===== config.mk =====
export PLATFORM = sky130hd
export DESIGN_NAME = score_display_seq_flat
export DESIGN_NICKNAME = d
export VERILOG_FILES = /design/src/rtl/score_display_seq_if.sv /design/src/rtl/score_display_seq.sv /design/src/flat_wrapper.sv
export SDC_FILE = /design/constraint.sdc
export NUM_CORES = 1
export LEC_CHECK = 0
export CAP_MARGIN = 40
export CORE_ASPECT_RATIO = 0.7
export CORE_MARGIN = 5
export CORE_UTILIZATION = 38
export DETAILED_ROUTE_END_ITERATION = 8
export PLACE_DENSITY = 0.64
export SLEW_MARGIN = 20
export SYNTH_ARGS = -nofsm -noshare
export SYNTH_HDL_FRONTEND = slang
export SYNTH_SLANG_ARGS = --single-unit

===== constraint.sdc =====
create_clock -name clk -period 5.45 [get_ports clk]
set_input_delay 1.09 -clock clk [delete_from_list [all_inputs] [get_ports clk]]
set_output_delay 1.09 -clock clk [all_outputs]
set_load 0.005 [all_outputs]

===== src/rtl/score_display_seq_if.sv =====
// Handshake and display bus of the sequential score-to-7-segment converter.
// The master side issues loads; the slave side returns results and display drive.
interface score_display_seq_if #(
  parameter int BIN_W  = 11,
  parameter int DIGITS = 3
);
  logic                  load;
  logic [BIN_W-1:0]      value;
  logic                  busy;
  logic                  done;
  logic                  overflow;
  logic [4*DIGITS-1:0]   bcd;
  logic [7*DIGITS-1:0]   seg_all;
  logic [6:0]            seg;
  logic [DIGITS-1:0]     digit_sel;

  modport master (
    output load, value,
    input  busy, done, overflow, bcd, seg_all, seg, digit_sel
  );

  modport slave (
    input  load, value,
    output busy, done, overflow, bcd, seg_all, seg, digit_sel
  );
endinterface


===== src/rtl/score_display_seq.sv =====
// Iterative double-dabble binary-to-BCD converter with static and scanned
// active-low 7-segment outputs, leading-zero blanking and overflow saturation.
module score_display_seq #(
  parameter int BIN_W    = 11,
  parameter int DIGITS   = 3,
  parameter int SCAN_DIV = 1024,
  parameter int BLANK_LZ = 1
) (
  input  logic               clk,
  input  logic               reset,
  score_display_seq_if.slave bus
);

  localparam int CNT_W = $clog2(BIN_W + 1);
  localparam int SC_W  = (SCAN_DIV > 1) ? $clog2(SCAN_DIV) : 1;
  localparam int IDX_W = (DIGITS > 1) ? $clog2(DIGITS) : 1;

  localparam logic [0:0] S_IDLE = 1'b0;
  localparam logic [0:0] S_CONV = 1'b1;

  logic [0:0]           r_state;
  logic [BIN_W-1:0]     r_shift;
  logic [4*DIGITS-1:0]  r_acc;
  logic                 r_sticky;
  logic [CNT_W-1:0]     r_iter;
  logic [4*DIGITS-1:0]  r_bcd;
  logic                 r_ovf;
  logic                 r_done;
  logic [SC_W-1:0]      r_scan_cnt;
  logic [IDX_W-1:0]     r_scan_idx;
  logic [DIGITS-1:0]    r_digit_sel;

  logic [4*DIGITS-1:0]  w_adj;
  logic [4*DIGITS-1:0]  w_acc_next;
  logic [4*DIGITS-1:0]  w_all_nines;
  logic                 w_sticky_next;
  logic                 w_last;
  logic [DIGITS-1:0]    w_lz;
  logic [DIGITS-1:0]    w_blank;
  logic [6:0]           w_seg_arr [DIGITS];
  logic [IDX_W-1:0]     w_idx_next;
  logic                 w_scan_wrap;

  function automatic logic [6:0] seg7(input logic [3:0] d);
    logic [6:0] s;
    case (d)
      4'd0:    s = 7'b0000001;
      4'd1:    s = 7'b1001111;
      4'd2:    s = 7'b0010010;
      4'd3:    s = 7'b0000110;
      4'd4:    s = 7'b1001100;
      4'd5:    s = 7'b0100100;
      4'd6:    s = 7'b0100000;
      4'd7:    s = 7'b0001111;
      4'd8:    s = 7'b0000000;
      4'd9:    s = 7'b0000100;
      default: s = 7'b1111111;
    endcase
    return s;
  endfunction

  // Per-digit add-3 correction ahead of each shift.
  generate
    for (genvar gi = 0; gi < DIGITS; gi++) begin : g_adj
      assign w_adj[4*gi +: 4] = (r_acc[4*gi +: 4] >= 4'd5) ?
                                (r_acc[4*gi +: 4] + 4'd3) : r_acc[4*gi +: 4];
      assign w_all_nines[4*gi +: 4] = 4'd9;
    end
  endgenerate

  assign w_acc_next    = {w_adj[4*DIGITS-2:0], r_shift[BIN_W-1]};
  assign w_sticky_next = r_sticky | w_adj[4*DIGITS-1];
  assign w_last        = (r_iter == CNT_W'(BIN_W - 1));

  always_ff @(posedge clk or posedge reset) begin
    if (reset) begin
      r_state  <= S_IDLE;
      r_shift  <= '0;
      r_acc    <= '0;
      r_sticky <= 1'b0;
      r_iter   <= '0;
      r_bcd    <= '0;
      r_ovf    <= 1'b0;
      r_done   <= 1'b0;
    end else begin
      r_done <= 1'b0;
      case (r_state)
        S_IDLE: begin
          if (bus.load) begin
            r_shift  <= bus.value;
            r_acc    <= '0;
            r_sticky <= 1'b0;
            r_iter   <= '0;
            r_state  <= S_CONV;
          end
        end
        S_CONV: begin
          r_acc    <= w_acc_next;
          r_shift  <= r_shift << 1;
          r_sticky <= w_sticky_next;
          r_iter   <= r_iter + 1'b1;
          if (w_last) begin
            r_state <= S_IDLE;
            r_done  <= 1'b1;
            r_ovf   <= w_sticky_next;
            r_bcd   <= w_sticky_next ? w_all_nines : w_acc_next;
          end
        end
        default: r_state <= S_IDLE;
      endcase
    end
  end

  assign bus.busy     = (r_state == S_CONV);
  assign bus.done     = r_done;
  assign bus.overflow = r_ovf;
  assign bus.bcd      = r_bcd;

  // w_lz[k]: digit k and every digit above it are zero.
  generate
    for (genvar gi = 0; gi < DIGITS; gi++) begin : g_seg
      if (gi == DIGITS - 1) begin : g_top
        assign w_lz[gi] = (r_bcd[4*gi +: 4] == 4'd0);
      end else begin : g_low
        assign w_lz[gi] = (r_bcd[4*gi +: 4] == 4'd0) && w_lz[gi+1];
      end
      assign w_blank[gi]   = (BLANK_LZ != 0) && (gi != 0) && w_lz[gi];
      assign w_seg_arr[gi] = w_blank[gi] ? 7'b1111111 : seg7(r_bcd[4*gi +: 4]);
      assign bus.seg_all[7*gi +: 7] = w_seg_arr[gi];
    end
  endgenerate

  assign w_scan_wrap = (r_scan_cnt == SC_W'(SCAN_DIV - 1));
  assign w_idx_next  = (r_scan_idx == IDX_W'(DIGITS - 1)) ? '0 : (r_scan_idx + 1'b1);

  // Scanning is free-running and independent of the conversion engine.
  always_ff @(posedge clk or posedge reset) begin
    if (reset) begin
      r_scan_cnt  <= '0;
      r_scan_idx  <= '0;
      r_digit_sel <= ~DIGITS'(1);
    end else if (w_scan_wrap) begin
      r_scan_cnt  <= '0;
      r_scan_idx  <= w_idx_next;
      r_digit_sel <= ~(DIGITS'(1) << w_idx_next);
    end else begin
      r_scan_cnt  <= r_scan_cnt + 1'b1;
    end
  end

  assign bus.digit_sel = r_digit_sel;
  assign bus.seg       = w_seg_arr[r_scan_idx];

endmodule


===== src/flat_wrapper.sv =====
// flat-port wrapper written by rule: the top's interface ports become plain ports
module score_display_seq_flat 
#(
  parameter int BIN_W    = 11,
  parameter int DIGITS   = 3,
  parameter int SCAN_DIV = 1024,
  parameter int BLANK_LZ = 1
)
  (clk, reset, bus_load, bus_value, bus_busy, bus_done, bus_overflow, bus_bcd, bus_seg_all, bus_seg, bus_digit_sel);
  score_display_seq_if #(.BIN_W(BIN_W), .DIGITS(DIGITS)) bus_i ();
  input  logic clk;
  input  logic reset;
  input wire logic [$bits(bus_i.load)-1:0] bus_load;
  input wire logic [$bits(bus_i.value)-1:0] bus_value;
  output wire logic [$bits(bus_i.busy)-1:0] bus_busy;
  output wire logic [$bits(bus_i.done)-1:0] bus_done;
  output wire logic [$bits(bus_i.overflow)-1:0] bus_overflow;
  output wire logic [$bits(bus_i.bcd)-1:0] bus_bcd;
  output wire logic [$bits(bus_i.seg_all)-1:0] bus_seg_all;
  output wire logic [$bits(bus_i.seg)-1:0] bus_seg;
  output wire logic [$bits(bus_i.digit_sel)-1:0] bus_digit_sel;
  assign bus_i.load = bus_load;
  assign bus_i.value = bus_value;
  assign bus_busy = bus_i.busy;
  assign bus_done = bus_i.done;
  assign bus_overflow = bus_i.overflow;
  assign bus_bcd = bus_i.bcd;
  assign bus_seg_all = bus_i.seg_all;
  assign bus_seg = bus_i.seg;
  assign bus_digit_sel = bus_i.digit_sel;
  score_display_seq #(.BIN_W(BIN_W), .DIGITS(DIGITS), .SCAN_DIV(SCAN_DIV), .BLANK_LZ(BLANK_LZ)) u_core (.clk(clk), .reset(reset), .bus(bus_i));
endmodule

=== Word-level counts from Yosys, hierarchy flattened ===
Memory sizes are Yosys's and may differ from the RTL's.
Index checks and enable logic that the tools add are counted.

* Bits in registers: 58
* Memory bits (read-only): 336
* Input port bits: 14
* Output and inout bits: 46
* Memories: 3

* Add/sub/neg operators: 6
* Order comparisons: 4
* Equality and inequality tests: 4
* Shift operators: 1
* Muxes and demuxes: 24
* Bitwise gates (word level): 4
* Reduce and logical (&&, ||, !) cells: 4

{| class="wikitable"
|+ Memory list
! name !! depth !! width !! read ports !! clocked after Yosys merged registers in !! write ports !! RTL line !! source
|-
| (no name shown) || 16 || 7 || 1 || 0 || 0 || score_display_seq.sv:46 || <nowiki>case (d)</nowiki>
|-
| (no name shown) || 16 || 7 || 1 || 0 || 0 || score_display_seq.sv:46 ||
|-
| (no name shown) || 16 || 7 || 1 || 0 || 0 || score_display_seq.sv:46 ||
|}

{| class="wikitable"
|+ Operators by type and width
! cell !! number
|-
| $mux W7 || 4
|-
| $mux W12 || 2
|-
| $pmux W12 S2 || 1
|-
| $pmux W11 S2 || 1
|-
| $mux W4 || 4
|-
| $bmux W7 S2 || 1
|-
| $add A4 B2 Y4 const B || 3
|-
| $ge A4 B3 Y1 const B || 3
|-
| $mux W11 || 1
|-
| $add A10 B1 Y10 const B || 1
|-
| $eq A10 B10 Y1 const B || 1
|-
| $mux W10 || 1
|-
| $logic_not A4 Y1 || 2
|-
| $pmux W4 S2 || 1
|-
| $mux W1 || 5
|-
| $add A4 B1 Y4 const B || 1
|-
| $eq A4 B4 Y1 const B || 1
|-
| $pmux W1 S2 || 2
|-
| $ge A3 B3 Y1 const B || 1
|-
| $not A2 Y3 || 1
|-
| $not A3 Y3 || 1
|-
| $shl A1 B2 Y3 const A || 1
|-
| $add A2 B1 Y2 const B || 1
|-
| $eq A2 B2 Y1 const B || 1
|-
| other kinds (6) || 6
|}

=== Longest topological paths before layout ===
Gate-level depths: netlist of the first run.

* Word-level depth: 6
* Gate-level depth with buffers: 6
* Depth with buffers taken out: 6

=== Least setup slack after synthesis of the first run ===
No wires, ideal clock.

* Path type: register -> output
* Start: register u_core.r_bcd[9] (netlist: u_core.bus.bcd[9])
* End: output port bus_seg[6]
* Data arrival time: 1678 ps
* Required time: 4360 ps
* Path slack: 2682 ps
* Stages on the path, launching flop included: 7
* Cells stage by stage: dfrtp_1 inv_1 ha_1 nor4bb_4 nor4_1 nor3_1 a221o_1

* Word-level cells in the longest chain between the ends: 6
* Elaborated cells on any way between the ends: 8
* Classes of those cells: mux (5); reduce/logical (2); memory (1)

{| class="wikitable"
|+ RTL lines
! item !! RTL line !! source
|-
| from (decl) || score_display_seq.sv:26 || <nowiki>logic [4*DIGITS-1:0] r_bcd;</nowiki>
|-
| from (signal assigned) || score_display_seq.sv:106 || <nowiki>r_bcd <= w_sticky_next ? w_all_nines : w_acc_next;</nowiki>
|-
| $logic_not A4 Y1 || score_display_seq.sv:123 || <nowiki>assign w_lz[gi] = (r_bcd[4*gi +: 4] == 4'd0);</nowiki>
|-
| $logic_and A1 B1 Y1 || score_display_seq.sv:125 || <nowiki>assign w_lz[gi] = (r_bcd[4*gi +: 4] == 4'd0) && w_lz[gi+1];</nowiki>
|-
| $mux W7 || score_display_seq.sv:128 || <nowiki>assign w_seg_arr[gi] = w_blank[gi] ? 7'b1111111 : seg7(r_bcd[4*gi +: 4]);</nowiki>
|-
| via bus_seg_all[13] || flat_wrapper.sv:19 || <nowiki>output wire logic [$bits(bus_i.seg_all)-1:0] bus_seg_all;</nowiki>
|-
| $bmux W7 S2 || score_display_seq.sv:152 || <nowiki>assign bus.seg = w_seg_arr[r_scan_idx];</nowiki>
|-
| $mux W7 (not written as such) (2 in series) || score_display_seq.sv:152 ||
|-
| to (decl) || flat_wrapper.sv:20 || <nowiki>output wire logic [$bits(bus_i.seg)-1:0] bus_seg;</nowiki>
|}

The timed path passes the listed nets, and every way through them passes these cells. The select of a mux whose other input is x is not followed.

=== Worst setup path in the final report of the first run ===
* Start: register u_core.r_bcd[9] (netlist: u_core.bus.bcd[9])
* End: output port bus_seg[3]

* Word-level cells in the longest chain between the ends: 6
* Elaborated cells on any way between the ends: 8
* Classes of those cells: mux (5); reduce/logical (2); memory (1)

{| class="wikitable"
|+ RTL lines
! item !! RTL line
|-
| branches (longest 3 deep; another with $mem_v2 Z16 W7) || n/a
|-
| $bmux W7 S2 * || score_display_seq.sv:152
|-
| $mux W7 (not written as such) * (2 in series) || score_display_seq.sv:152
|}

Every way passes the cells marked *. The select of a mux whose other input is x is not followed.

==> impl_metrics.tcl, run 1 <==
set metrics [dict create \
    mappedNetlistArea_sq_um 3417 \
    slew_viol_final 0 \
    grt_pass1_wl_microns 13980 \
    rows 29 \
    dp_hpwl_microns 6285 \
    ys.warnings.count 0 \
    numCtsBuffers 9 \
    via_count 2814 \
    cp.required_ns 4.36 \
    critPathKind "reg2out" \
    power.switching_mw 1.010 \
    hold_depth 1 \
    post-route-min-period_ns 3.883 \
    clk_latency_ns 0.33 \
    rsz0062_at_grt "false" \
    use_met2 0.2446 \
    gp_congestion 0.8924 \
    cap_violations 0 \
    io_pins 60 \
    grt_use_met1 0.2352 \
    fp.dieH_microns 89.34 \
    synth_cells 356 \
    relSlewSlack 0.5036 \
    synth_flop_cell "dfrtp_1" \
    timing.setup.tns_ns 0 \
    p_clk_frac 0.194 \
    rr_startpoint "u_core.bus.busy" \
    start_util 0.3828 \
    grt_pass1_vias 2642 \
    avgSynthCellArea_sq_um 9.598 \
    peakVddDrop_mv 0.2107 \
    diodes 0 \
    place_area_sq_um 4125 \
    cts.sinks 58 \
    n_fill_cell 816 \
    wire_per_inst_microns 16.01 \
    viasPerCell 5.173 \
    r2r-end "u_core.bus.bcd[11]" \
    hp-start "u_core.r_scan_cnt[8]" \
    async_reset_ff_frac 1.000 \
    routed_wl_microns 8712 \
    gr-max-usage-layer "met2" \
    track_usage 0.1683 \
    worst_slew_pin_slew_ns 0.7446 \
    cts_resized 0 \
    p_leak_nw 1.869 \
    die-area_sq_um 11020 \
    dr.first_iter.drc_count 131 \
    ys_top_cells_by_area "dfrtp_1 (41%), ha_1 (8.8%), mux2i_1 (4.4%)" \
    clk_pin_slew_ns 0.05 \
    antenna_found_initial 0 \
    power_mw 2.649 \
    ant_nets 0 \
    yosysUniqueCellTypes 51 \
    grt-ovfl-total 0 \
    drive_above_1_share 0.07857 \
    combPwrFrac 0.534 \
    arrival_ns 2.79 \
    synthToLayoutAreaGrowth_pct 28.71 \
    cts_htree_levels 3 \
    grt_max_degree 59 \
    power_density_nw_per_um2 602.4 \
    cts_setup_buffers 0 \
    clk_path_buf_depth 2 \
    io_buffers 59 \
    hold_path.class "reg2reg" \
    synth_top_area_frac 0.4101 \
    grtUsageMet3 0.06325 \
    status "complete, no violations" \
    synth_fp_nets 394 \
    clock_skew_ns 0.006548 \
    critPathCaptureType "primary output" \
    stdcell_area_sq_um 4398 \
    synth_top_cell_by_area "dfrtp_1" \
    core_sq_um 8926 \
    crit_path_start_kind "flip-flop" \
    seqPwrFrac 0.272 \
    drtPass1Iterations 4 \
    critPathMaxFanout 7 \
    route.detailed.drc 0 \
    r2r_cells 5 \
    ys_ff_latch 58 \
    die_x_microns 123.3 \
    worstHoldEndpoint "u_core.r_scan_cnt[8]" \
    setup_violations 0 \
    cts_tree "done" \
    cts_root_buf "clkbuf_16" \
    fin_crit_sh 0.7124 \
    swShare 0.3813 \
    final_hold_viol_count 0 \
    reg2reg_slack_ns 3.30 \
    synth-edff-count 0 \
    max_freq_ghz 0.2575 \
    ys_seq_area_frac 0.4255 \
    fin_nets 453 \
    p_int_mw 1.639 \
    ctsHoldBuffers 0 \
]
worst max-delay path, stage by stage (launching register included):
cell             delay (ns)
dfrtp_1                0.46
inv_1                  0.16
ha_1                   0.28
nor4bb_4               0.29
nor4_1                 0.12
a2111oi_0              0.48
a221o_1                0.18
clkdlybuf4s50_1        0.50
stage by stage:
step | utilization | worst slack (ns) | hold WS (ns) | cells
after floorplan | - | 2.682 | 0.4388 | 356
after global placement | 0.4622 | 2.017 | 0.4549 | 528
after detailed placement | 0.4622 | 1.926 | 0.4587 | 528
after CTS | 0.4927 | 1.567 | 0.4700 | 544
after global routing | 0.4927 | 1.293 | 0.4907 | 544
final | 0.4927 | 1.567 | 0.4629 | 544
logic make-up (layout without fill, tap and decap cells):
group                    Yosys count  count (layout)  share of synthesized area
AO/OA/AOI/OAI                     96              96                     0.1831
XOR/XNOR                          11              11                    0.02820
flip-flops                        58              58                     0.4255
AND/OR/NAND/NOR                  111             111                     0.1776
adder cells (fa/ha/maj)           24              24                    0.08788
multiplexers                      18              18                    0.05382
buffers and inverters             38             102                    0.04394
state kept, by name, indices dropped and copies added, names as in the netlist:
signal	cells
u_core.r_scan_idx	2
u_core.bus.done	1
u_core.bus.busy	1
u_core.r_sticky	1
u_core.bus.overflow	1
u_core.r_iter	4
u_core.r_scan_cnt	10
u_core.bus.digit_sel	3
u_core.r_shift	11
u_core.bus.bcd	12
u_core.r_acc	12
synthesized netlist by cell type (3+ instances only):
cell type  instances
a211oi_1           3
a21o_1             4
a21oi_1           12
a221o_1            5
a22o_1             4
a31oi_1            7
and2_1             5
buf_2              3
clkbuf_1           9
dfrtp_1           56
ha_1              24
inv_1             23
mux2_2             3
mux2i_1           15
nand2_1           37
nand2b_1           8
nand3_1            4
nand4_1            3
nor2_1            25
nor2b_1            4
nor3_1             8
nor3b_1            3
nor3b_2            3
o21ai_0           28
o21bai_1           3
o22ai_1           14
xnor2_1            9
metal layers:
layer	wire length, microns	vias up
li1	-	1396
met1	4274	1360
met2	3922	52
met3	427	6
met4	87	0
met5	0	-
cell type report:
cell class | instances | area (sq um) | area share
Clock buffer | 11 | 242.7 | 0.05519
Timing Repair Buffer | 62 | 613.1 | 0.1394
Tap cell | 124 | 155.1 | 0.03528
Inverter | 24 | 90.09 | 0.02048
Clock inverter | 5 | 30.03 | 0.006828
Multi-Input combinational cell | 260 | 1813 | 0.4122
Sequential cell | 58 | 1454 | 0.3306
power by group through the flow:
stage / registers [mW] / logic [mW] / clock network [mW]
floorplan: 0.662 / 0.801 / 0
global placement: 0.721 / 1.41 / 0
detailed placement: 0.724 / 1.41 / 0
CTS: 0.720 / 1.42 / 0.532
global route: 0.748 / 1.55 / 0.555
finish: 0.721 / 1.41 / 0.515
cells in the final DEF (no fill, tap or decap), types with 4 or more instances in the layout:
master / n
ha_1: 24
nor2b_1: 4
nand3_1: 4
clkdlybuf4s50_1: 59
a21oi_1: 12
o22ai_1: 14
nand2b_1: 8
inv_1: 22
clkbuf_16: 9
nor2_1: 25
a221o_1: 5
nor3_1: 8
dfrtp_1: 56
o21ai_0: 28
nand2_1: 37
mux2i_1: 15
and2_1: 5
a31oi_1: 7
a21o_1: 4
xnor2_1: 9
a22o_1: 4
worst max-delay path by stage:
stage / startpoint / endpoint / slack (ns) / cells past startpoint
floorplan: u_core.bus.bcd[9] / bus_seg[6] / 2.68 / 6
global placement: u_core.bus.bcd[9] / bus_seg[3] / 2.02 / 7
detailed placement: u_core.bus.bcd[9] / bus_seg[3] / 1.93 / 7
CTS: u_core.bus.bcd[9] / bus_seg[3] / 1.57 / 7
global route: u_core.bus.bcd[9] / bus_seg[3] / 1.29 / 7
finish: u_core.bus.bcd[9] / bus_seg[3] / 1.57 / 7
No activity file was read; power rests on OpenSTA's default activity.
==> run 2, diff against run 1 <==
Settings changed: PLACE_DENSITY 0.64 to 0.66.
Clock period 5.45 ns to 3.4 ns, I/O delays scaled along.
==> impl_metrics.tcl, run 2 (synthesis gave the netlist of run 1 again) <==
set metrics [dict create \
    status "complete, no violations" \
    slew_viol_final 0 \
    timing.setup.tns_ns 0 \
    timing.hold.ws_ns 0.4678 \
    io_pins 60 \
    grt_pass1_vias 2776 \
    cap_violations 0 \
    max_freq_ghz 0.3078 \
    ctsHoldBuffers 0 \
    cts_root_buf "clkbuf_16" \
    hp-start "u_core.r_scan_cnt[8]" \
    peakVddDrop_mv 0.4942 \
    fin_nets 453 \
    layout_commonest_cell "clkdlybuf4s50_1" \
    grt_pass1_wl_microns 14410 \
    worst_slew_pin_slew_ns 0.6473 \
    n_fill_cell 869 \
    worstHoldEndpoint "u_core.r_scan_cnt[8]" \
    rsz0062_at_grt "false" \
    layout_setup_ws_ns 0.1512 \
    rr_startpoint "u_core.bus.busy" \
    power_mw 4.351 \
    diodes 0 \
    critPathCaptureType "primary output" \
    hold_depth 1 \
    final_hold_viol_count 0 \
    r2r_cells 4 \
    routed_wl_microns 8570 \
    fp.dieH_microns 89.34 \
    relSlewSlack 0.5679 \
    rows 29 \
    clk_latency_ns 0.33 \
    drive_above_1_share 0.09524 \
    critPathKind "reg2out" \
    place_inst 528 \
    clock_skew_ns 0.008809 \
    pre_cts_ws_ns 0.3019 \
    cts_htree_levels 3 \
    drtPass1Iterations 4 \
    stdcell_count 544 \
    final_cell_mix "clkdlybuf4s50_1 (59), dfrtp_1 (54), nand2_1 (37)" \
    core_sq_um 8926 \
    gp_congestion 0.8645 \
    numCtsBuffers 9 \
    die-area_sq_um 11020 \
    fin_crit_sh 0.9555 \
    p_leak_nw 1.885 \
    clk_pin_slew_ns 0.05 \
    grt_max_degree 31 \
    cp.required_ns 2.72 \
    arrival_ns 2.57 \
    cts_setup_buffers 0 \
    viasPerCell 5.221 \
    antenna_found_initial 0 \
    die_x_microns 123.3 \
    cts.sinks 58 \
    via_count 2840 \
    grt-ovfl-total 0 \
    hold_path.class "reg2reg" \
    dp_hpwl_microns 6401 \
    route.detailed.drc 0 \
    power_density_nw_per_um2 974.7 \
    dr.first_iter.drc_count 165 \
    crit_path_start_kind "flip-flop" \
    clk_path_buf_depth 2 \
    critPathMaxFanout 7 \
    setup_violations 0 \
    start_util 0.3828 \
    synthToLayoutAreaGrowth_pct 30.65 \
    io_buffers 59 \
    ant_nets 0 \
    wire_per_inst_microns 15.75 \
    r2r-end "u_core.bus.bcd[3]" \
    cts_tree "done" \
    track_usage 0.1682 \
    post-route-min-period_ns 3.249 \
    reg2reg_slack_ns 1.40 \
]
==> run 2: cell types whose count changed in the layout (fill, tap and decap cells not counted), sizes merged <==
cell      delta
bufinv       +1
clkbuf       +3
clkinv       -2
clkinvlp     -2
==> run 2: worst max path at each step <==
| stage | slack (ns) | depth (start not counted) | start | end |
|---|---|---|---|---|
| floorplan | 1.04 | 6 | u_core.bus.bcd[9] | bus_seg[6] |
| global placement | 0.41 | 7 | u_core.bus.bcd[9] | bus_seg[3] |
| detailed placement | 0.30 | 7 | u_core.bus.bcd[9] | bus_seg[3] |
| CTS | 0.02 | 7 | u_core.bus.bcd[5] | bus_seg[3] |
| global route | 0.002 | 7 | u_core.bus.bcd[9] | bus_seg[3] |
| finish | 0.15 | 7 | u_core.bus.bcd[9] | bus_seg[1] |
==> run 2: power by group <==
| part | switching (mW) | internal [mW] |
|---|---|---|
| clock network | 0.299 | 0.605 |
| logic | 1.03 | 1.24 |
| registers | 0.280 | 0.897 |
==> run 2: repair_timing <==
action / in CTS / in global routing
endpoints found under the setup margin: 1 / 5
gates resized for setup: 2 / 9
endpoints found under the hold margin: 0 / 0
pin swaps: 1 / 2
cloned: 0 / 0
==> run 2: layout make-up <==
type | count | area (sq um) | area share
Clock buffer | 14 | 264.0 | 0.05914
Clock inverter | 2 | 35.03 | 0.007848
Inverter | 24 | 90.09 | 0.02018
Multi-Input combinational cell | 260 | 1838 | 0.4117
Sequential cell | 58 | 1456 | 0.3262
Tap cell | 124 | 155.1 | 0.03475
Timing Repair Buffer | 62 | 625.6 | 0.1401
==> run 2: critical path, stage by stage (launching register included) <==
cell and delay (ns):
dfrtp_2 0.46, inv_2 0.12, ha_4 0.17, nor4bb_4 0.36
nor2_1 0.10, a31oi_1 0.33, a221o_1 0.20, clkdlybuf4s50_1 0.50
==> run 2: metal layers <==
metal  track usage  vias up  share of wire
li1              -     1389              -
met1        0.2299     1387           0.48
met2        0.2574       51           0.46
met3       0.04428       13          0.042
met4       0.06332        0          0.016
met5             0        -              0
==> run 2: stage by stage <==
stage / instance area (sq um) / utilization
after floorplan: 3417 / -
after global placement: 4138 / 0.4636
after detailed placement: 4138 / 0.4636
after CTS: 4441 / 0.4975
after global routing: 4464 / 0.5001
final: 4464 / 0.5001
